### src/rtl/ram_dp_stream_fifo_if.sv
// Valid/ready stream bundle for ram_dp_stream_fifo: a producer side, a consumer side and
// the occupancy count.
interface ram_dp_stream_fifo_if #(
  parameter int unsigned AddrWidth = 6,
  parameter int unsigned DataWidth = 8
);
  logic                 in_valid;
  logic                 in_ready;
  logic [DataWidth-1:0] in_data;
  logic                 out_valid;
  logic                 out_ready;
  logic [DataWidth-1:0] out_data;
  logic [AddrWidth+1:0] count;

  modport master (
    output in_valid, in_data, out_ready,
    input  in_ready, out_valid, out_data, count
  );

  modport slave (
    input  in_valid, in_data, out_ready,
    output in_ready, out_valid, out_data, count
  );
endinterface

### src/rtl/ram_dp_stream_fifo.sv
// Stream FIFO controller around an external true dual-port RAM (port B writes, port A reads).
// Credit-limited read issue keeps the small output buffer from ever overflowing.
module ram_dp_stream_fifo #(
  parameter int unsigned AddrWidth = 6,
  parameter int unsigned DataWidth = 8,
  parameter int unsigned Pipelined = 0
) (
  input  logic                 clk,
  input  logic                 rst,
  ram_dp_stream_fifo_if.slave  strm,
  output logic                 mem_cenA,
  output logic [AddrWidth-1:0] mem_aA,
  output logic                 mem_cenB,
  output logic [AddrWidth-1:0] mem_aB,
  output logic [DataWidth-1:0] mem_d,
  output logic [DataWidth-1:0] mem_bw,
  input  logic [DataWidth-1:0] mem_q
);

  localparam int unsigned Lat      = 1 + Pipelined;
  localparam int unsigned BufDepth = Lat + 1;
  localparam int unsigned BufPtrW  = $clog2(BufDepth);
  localparam int unsigned OccW     = $clog2(BufDepth + 1);
  localparam int unsigned MemCntW  = AddrWidth + 1;
  localparam int unsigned CntW     = AddrWidth + 2;
  localparam logic [MemCntW-1:0] MemFull = MemCntW'(1) << AddrWidth;

  logic [AddrWidth-1:0] wr_ptr_q, wr_ptr_d;
  logic [AddrWidth-1:0] rd_ptr_q, rd_ptr_d;
  logic [MemCntW-1:0]   mem_count_q, mem_count_d;
  logic [OccW-1:0]      credits_q, credits_d;
  logic [Lat-1:0]       rsp_sr_q, rsp_sr_d;
  logic [BufPtrW-1:0]   buf_wr_q, buf_wr_d;
  logic [BufPtrW-1:0]   buf_rd_q, buf_rd_d;
  logic [OccW-1:0]      buf_occ_q, buf_occ_d;
  logic [DataWidth-1:0] buf_mem_q [BufDepth];

  logic            push;
  logic            pop;
  logic            issue;
  logic            land;
  logic [OccW:0]   credits_eff;
  logic [OccW-1:0] inflight;

  function automatic logic [BufPtrW-1:0] buf_ptr_inc(input logic [BufPtrW-1:0] p);
    return (p == BufPtrW'(BufDepth - 1)) ? '0 : p + 1'b1;
  endfunction

  assign strm.in_ready = (mem_count_q != MemFull) && !rst;
  assign push          = strm.in_valid && strm.in_ready;
  assign pop           = strm.out_valid && strm.out_ready;

  // A slot freed by this cycle's pop may be spent on a read issued in the same cycle.
  assign credits_eff = {1'b0, credits_q} + {{OccW{1'b0}}, pop};
  // Registered mem_count > 0 means rd_ptr never equals the wr_ptr being written now.
  assign issue       = (mem_count_q != '0) && (credits_eff != '0);
  assign land        = rsp_sr_q[Lat-1];

  assign mem_cenB = !push;
  assign mem_aB   = wr_ptr_q;
  assign mem_d    = strm.in_data;
  assign mem_bw   = '1;
  assign mem_cenA = !issue;
  assign mem_aA   = rd_ptr_q;

  assign strm.out_valid = (buf_occ_q != '0);
  assign strm.out_data  = buf_mem_q[buf_rd_q];

  always_comb begin
    inflight = '0;
    for (int unsigned i = 0; i < Lat; i++) begin
      inflight = inflight + OccW'(rsp_sr_q[i]);
    end
  end

  assign strm.count = CntW'(mem_count_q) + CntW'(inflight) + CntW'(buf_occ_q);

  always_comb begin
    wr_ptr_d    = push  ? wr_ptr_q + 1'b1 : wr_ptr_q;
    rd_ptr_d    = issue ? rd_ptr_q + 1'b1 : rd_ptr_q;
    mem_count_d = mem_count_q + MemCntW'(push) - MemCntW'(issue);
    credits_d   = credits_q - OccW'(issue) + OccW'(pop);
    rsp_sr_d    = (rsp_sr_q << 1) | Lat'(issue);
    buf_wr_d    = land ? buf_ptr_inc(buf_wr_q) : buf_wr_q;
    buf_rd_d    = pop  ? buf_ptr_inc(buf_rd_q) : buf_rd_q;
    buf_occ_d   = buf_occ_q + OccW'(land) - OccW'(pop);
  end

  always_ff @(posedge clk or posedge rst) begin
    if (rst) begin
      wr_ptr_q    <= '0;
      rd_ptr_q    <= '0;
      mem_count_q <= '0;
      credits_q   <= OccW'(BufDepth);
      rsp_sr_q    <= '0;
      buf_wr_q    <= '0;
      buf_rd_q    <= '0;
      buf_occ_q   <= '0;
    end else begin
      wr_ptr_q    <= wr_ptr_d;
      rd_ptr_q    <= rd_ptr_d;
      mem_count_q <= mem_count_d;
      credits_q   <= credits_d;
      rsp_sr_q    <= rsp_sr_d;
      buf_wr_q    <= buf_wr_d;
      buf_rd_q    <= buf_rd_d;
      buf_occ_q   <= buf_occ_d;
    end
  end

  // RAM read data is only valid in the cycle the response tail bit is set.
  always_ff @(posedge clk) begin
    if (land) begin
      buf_mem_q[buf_wr_q] <= mem_q;
    end
  end

endmodule

### src/flat_wrapper.sv
// flat-port wrapper written by rule: the top's interface ports become plain ports
module ram_dp_stream_fifo_flat 
#(
  parameter int unsigned AddrWidth = 6,
  parameter int unsigned DataWidth = 8,
  parameter int unsigned Pipelined = 0
)
  (clk, rst, mem_cenA, mem_aA, mem_cenB, mem_aB, mem_d, mem_bw, mem_q, strm_in_valid, strm_in_data, strm_out_ready, strm_in_ready, strm_out_valid, strm_out_data, strm_count);
  ram_dp_stream_fifo_if #(.AddrWidth(AddrWidth), .DataWidth(DataWidth)) strm_i ();
  input  logic clk;
  input  logic rst;
  output logic mem_cenA;
  output logic [AddrWidth-1:0] mem_aA;
  output logic mem_cenB;
  output logic [AddrWidth-1:0] mem_aB;
  output logic [DataWidth-1:0] mem_d;
  output logic [DataWidth-1:0] mem_bw;
  input  logic [DataWidth-1:0] mem_q;
  input wire logic [$bits(strm_i.in_valid)-1:0] strm_in_valid;
  input wire logic [$bits(strm_i.in_data)-1:0] strm_in_data;
  input wire logic [$bits(strm_i.out_ready)-1:0] strm_out_ready;
  output wire logic [$bits(strm_i.in_ready)-1:0] strm_in_ready;
  output wire logic [$bits(strm_i.out_valid)-1:0] strm_out_valid;
  output wire logic [$bits(strm_i.out_data)-1:0] strm_out_data;
  output wire logic [$bits(strm_i.count)-1:0] strm_count;
  assign strm_i.in_valid = strm_in_valid;
  assign strm_i.in_data = strm_in_data;
  assign strm_i.out_ready = strm_out_ready;
  assign strm_in_ready = strm_i.in_ready;
  assign strm_out_valid = strm_i.out_valid;
  assign strm_out_data = strm_i.out_data;
  assign strm_count = strm_i.count;
  ram_dp_stream_fifo #(.AddrWidth(AddrWidth), .DataWidth(DataWidth), .Pipelined(Pipelined)) u_core (.clk(clk), .rst(rst), .strm(strm_i), .mem_cenA(mem_cenA), .mem_aA(mem_aA), .mem_cenB(mem_cenB), .mem_aB(mem_aB), .mem_d(mem_d), .mem_bw(mem_bw), .mem_q(mem_q));
endmodule
### config.mk
export PLATFORM = sky130hd
export DESIGN_NAME = ram_dp_stream_fifo_flat
export DESIGN_NICKNAME = d
export VERILOG_FILES = /design/src/rtl/ram_dp_stream_fifo_if.sv /design/src/rtl/ram_dp_stream_fifo.sv /design/src/flat_wrapper.sv
export SDC_FILE = /design/constraint.sdc
export NUM_CORES = 1
export LEC_CHECK = 0
export CAP_MARGIN = 20
export CORE_MARGIN = 3
export CORE_UTILIZATION = 45
export CTS_CLUSTER_SIZE = 16
export DETAILED_ROUTE_END_ITERATION = 16
export GPL_ROUTABILITY_DRIVEN = 0
export PLACE_DENSITY = 0.84
export SKIP_CTS_REPAIR_TIMING = 1
export SLEW_MARGIN = 30
export SYNTH_ARGS = -nofsm -noshare
export SYNTH_HDL_FRONTEND = slang
export SYNTH_SLANG_ARGS = --single-unit
### constraint.sdc
create_clock -name clk -period 7.4 [get_ports clk]
set_input_delay 1.11 -clock clk [delete_from_list [all_inputs] [get_ports clk]]
set_output_delay 1.11 -clock clk [all_outputs]
set_load 0.005 [all_outputs]
==> impl_metrics.tcl <==
set metrics [dict create \
    dr.pass1.iters 4 \
    synth_top_family_by_area "adder cells" \
    path_clk_slew_ns 0.08 \
    crit_path_end_kind "output port" \
    ys_seq_area_frac 0.494 \
    relSlewSlack 0.548 \
    ir_drop_uv 372 \
    cp_top_family "buffers and inverters" \
    cts_tree "done" \
    vias 1380 \
    period_minus_slack_ns 4.30 \
    cts-root-buf "clkbuf_8" \
    wl_mm 3.87 \
    dieArea_mm2 0.00598 \
    drc 0 \
    port_buffers 43 \
    ys_ff_latch 42 \
    dr.first_iter.drc_count 38 \
    grt.total_usage 0.141 \
    viasPerCell 4.69 \
    tightestPinTransition_ns 0.676 \
    tns_ns 0 \
    synth_compound_area_frac 0.0470 \
    rsz0062_at_grt "no" \
    antenna_found_initial 0 \
    grt_pass1_wl_mm 6.54 \
    antenna_cells 0 \
    fin_nets 268 \
    cpMaxStageDelayCell "clkdlybuf4s50_1" \
    path_class "in2out" \
    maxCapViolCount 0 \
    die_w_um 77.4 \
    p_per_area_mw_per_mm2 497 \
    cp-start-kind "input pin" \
    setup_violations 0 \
    yosys_warnings 0 \
    ios 68 \
    syn_area_mm2 0.00229 \
    dpl-instance-area_mm2 0.00271 \
    num_rows 25 \
    dp.final_hpwl_mm 2.89 \
    period_share 0.580 \
    final_layout_size_suffix_gt1_frac 0.123 \
    overflow 0 \
    critPathMaxFanout 6 \
    hold_viol_final 0 \
    hp-class "reg2reg" \
    cp_data_required_time_ns 6.29 \
    synth-edff-count 16 \
    synthDistinctLibCells 35 \
    dp_slack_ns 3.03 \
    crit_top_cell "clkdlybuf4s50_1" \
    synth-xor-area-share 0.0994 \
    crit-reg2reg-launch "u_core.buf_occ_q[1]" \
    synthMuxAreaShare 0.0557 \
    synth_ff_type "dfrtp_1" \
    p_leak_uw 0.00122 \
    grt_max_degree 27 \
    setup_slack_ns 3.10 \
    die_y_um 77.4 \
    initial_core_util 0.476 \
    drv_slew 0 \
    crit_start "strm_out_ready" \
    core_area_mm2 0.00482 \
    first_global_vias 1394 \
    fin_worst_skew_ns 0.00523 \
    syn2layout_area_growth_pct 22.9 \
    cts_buffers 5 \
    wl_per_cell_um 13.2 \
    synthAdderAreaFrac 0.130 \
    synth_area_per_cell_um2 12.3 \
    htree_levels 2 \
    insertion_delay_ns 0.29 \
    status "complete, no violations" \
    slowest_delay_ns 0.53 \
    path_buf_inv 3 \
    layout_commonest_cell "clkdlybuf4s50_1" \
    min-delay-start "u_core.mem_aA[5]" \
    stdcell_area_mm2 0.00282 \
    ant_nets 0 \
    cp_cell_sequence "clkdlybuf4s50_1 > o21ai_2 > nor2_1 > ha_1 > nor3b_1 > mux2_4 > nor2_4 > inv_1 > clkdlybuf4s50_1" \
    final_cell_mix "clkdlybuf4s50_1, dfrtp_1, inv_1" \
    synthArstFlopShare 0.619 \
    clockBufferDepth 2 \
    synth_simple_gate_area_frac 0.0819 \
    cts.sinks 42 \
    max_freq_mhz 233 \
    worstPathArrival_ns 3.19 \
    synth_cells 186 \
]
-- state kept, by name (all words and copies together) (netlist names) --
name                count
u_core.buf_mem_q       16
u_core.buf_occ_q        2
u_core.buf_rd_q         1
u_core.buf_wr_q         1
u_core.credits_q        2
u_core.land             1
u_core.mem_aA           6
u_core.mem_aB           6
u_core.mem_count_q      7
-- metrics by stage --
stage                util  total power (uW)  std cells  hold slack, ns
floorplan               -               910        193           0.454
global placement    0.562              1210        286           0.465
detailed placement  0.562              1230        286           0.462
CTS                 0.585              1420        294           0.476
global route        0.585              1520        294           0.496
finish              0.585              1400        294           0.467
-- layer usage --
metal / wire length, um / vias up / track usage
li1: - / 676 / -
met1: 1770 / 661 / 0.169
met2: 1850 / 37 / 0.236
met3: 183 / 6 / 0.0371
met4: 64 / 0 / 0.0641
met5: 0 / - / 0
-- Yosys cell counts, types with 5 or more instances --
library cell | number | area [um^2]
a21oi_1 | 5 | 25.0
buf_4 | 16 | 120
dfrtp_1 | 25 | 626
edfxtp_1 | 16 | 480
ha_1 | 19 | 238
inv_1 | 22 | 82.6
mux2_2 | 10 | 113
nand2_1 | 5 | 18.8
nand3_1 | 6 | 30.0
nor2_1 | 6 | 22.5
xnor2_1 | 13 | 114
xor2_1 | 13 | 114
-- final cells by class --
class                      instances  area, um^2
clock buffer                       5        68.8
clock inverter                     3        40.0
fill                             414        2000
inverter                          22        82.6
multi-input combinational        112         978
sequential                        42        1130
tap                               67        83.8
timing repair buffer              43         430
-- cells by family (layout without fill, tap and decap cells) --
family                     Yosys count  in the layout
adders and majority gates           22             22
and+or+nand+nor                     31             31
DFF                                 42             42
xor gates and xnor gates            26             26
buffers and inverters               39             73
other                                1              8
AOI/OAI and AO/OA                   14             14
muxes                               11             11
-- path summary, 6_finish.rpt --
path                                    endpoint  slack [ns]  cells past startpoint
min reg2reg                     u_core.mem_aA[5]        0.47                      1
max                                     mem_cenA        3.10                      9
max reg2reg                u_core.mem_count_q[6]        4.05                     14
max in group asynchronous    u_core.credits_q[1]        5.70                      2
min in group asynchronous  u_core.mem_count_q[0]        1.32                      2
min                             u_core.mem_aA[5]        0.47                      1
-- where the power goes --
part           leakage [uW]  switching [uW]  internal, uW
clock             0.0000579            77.1          99.3
sequential         0.000459            99.7           366
combinational      0.000705             324           434
total               0.00122             501           899
(Power assumes the default switching activity.)
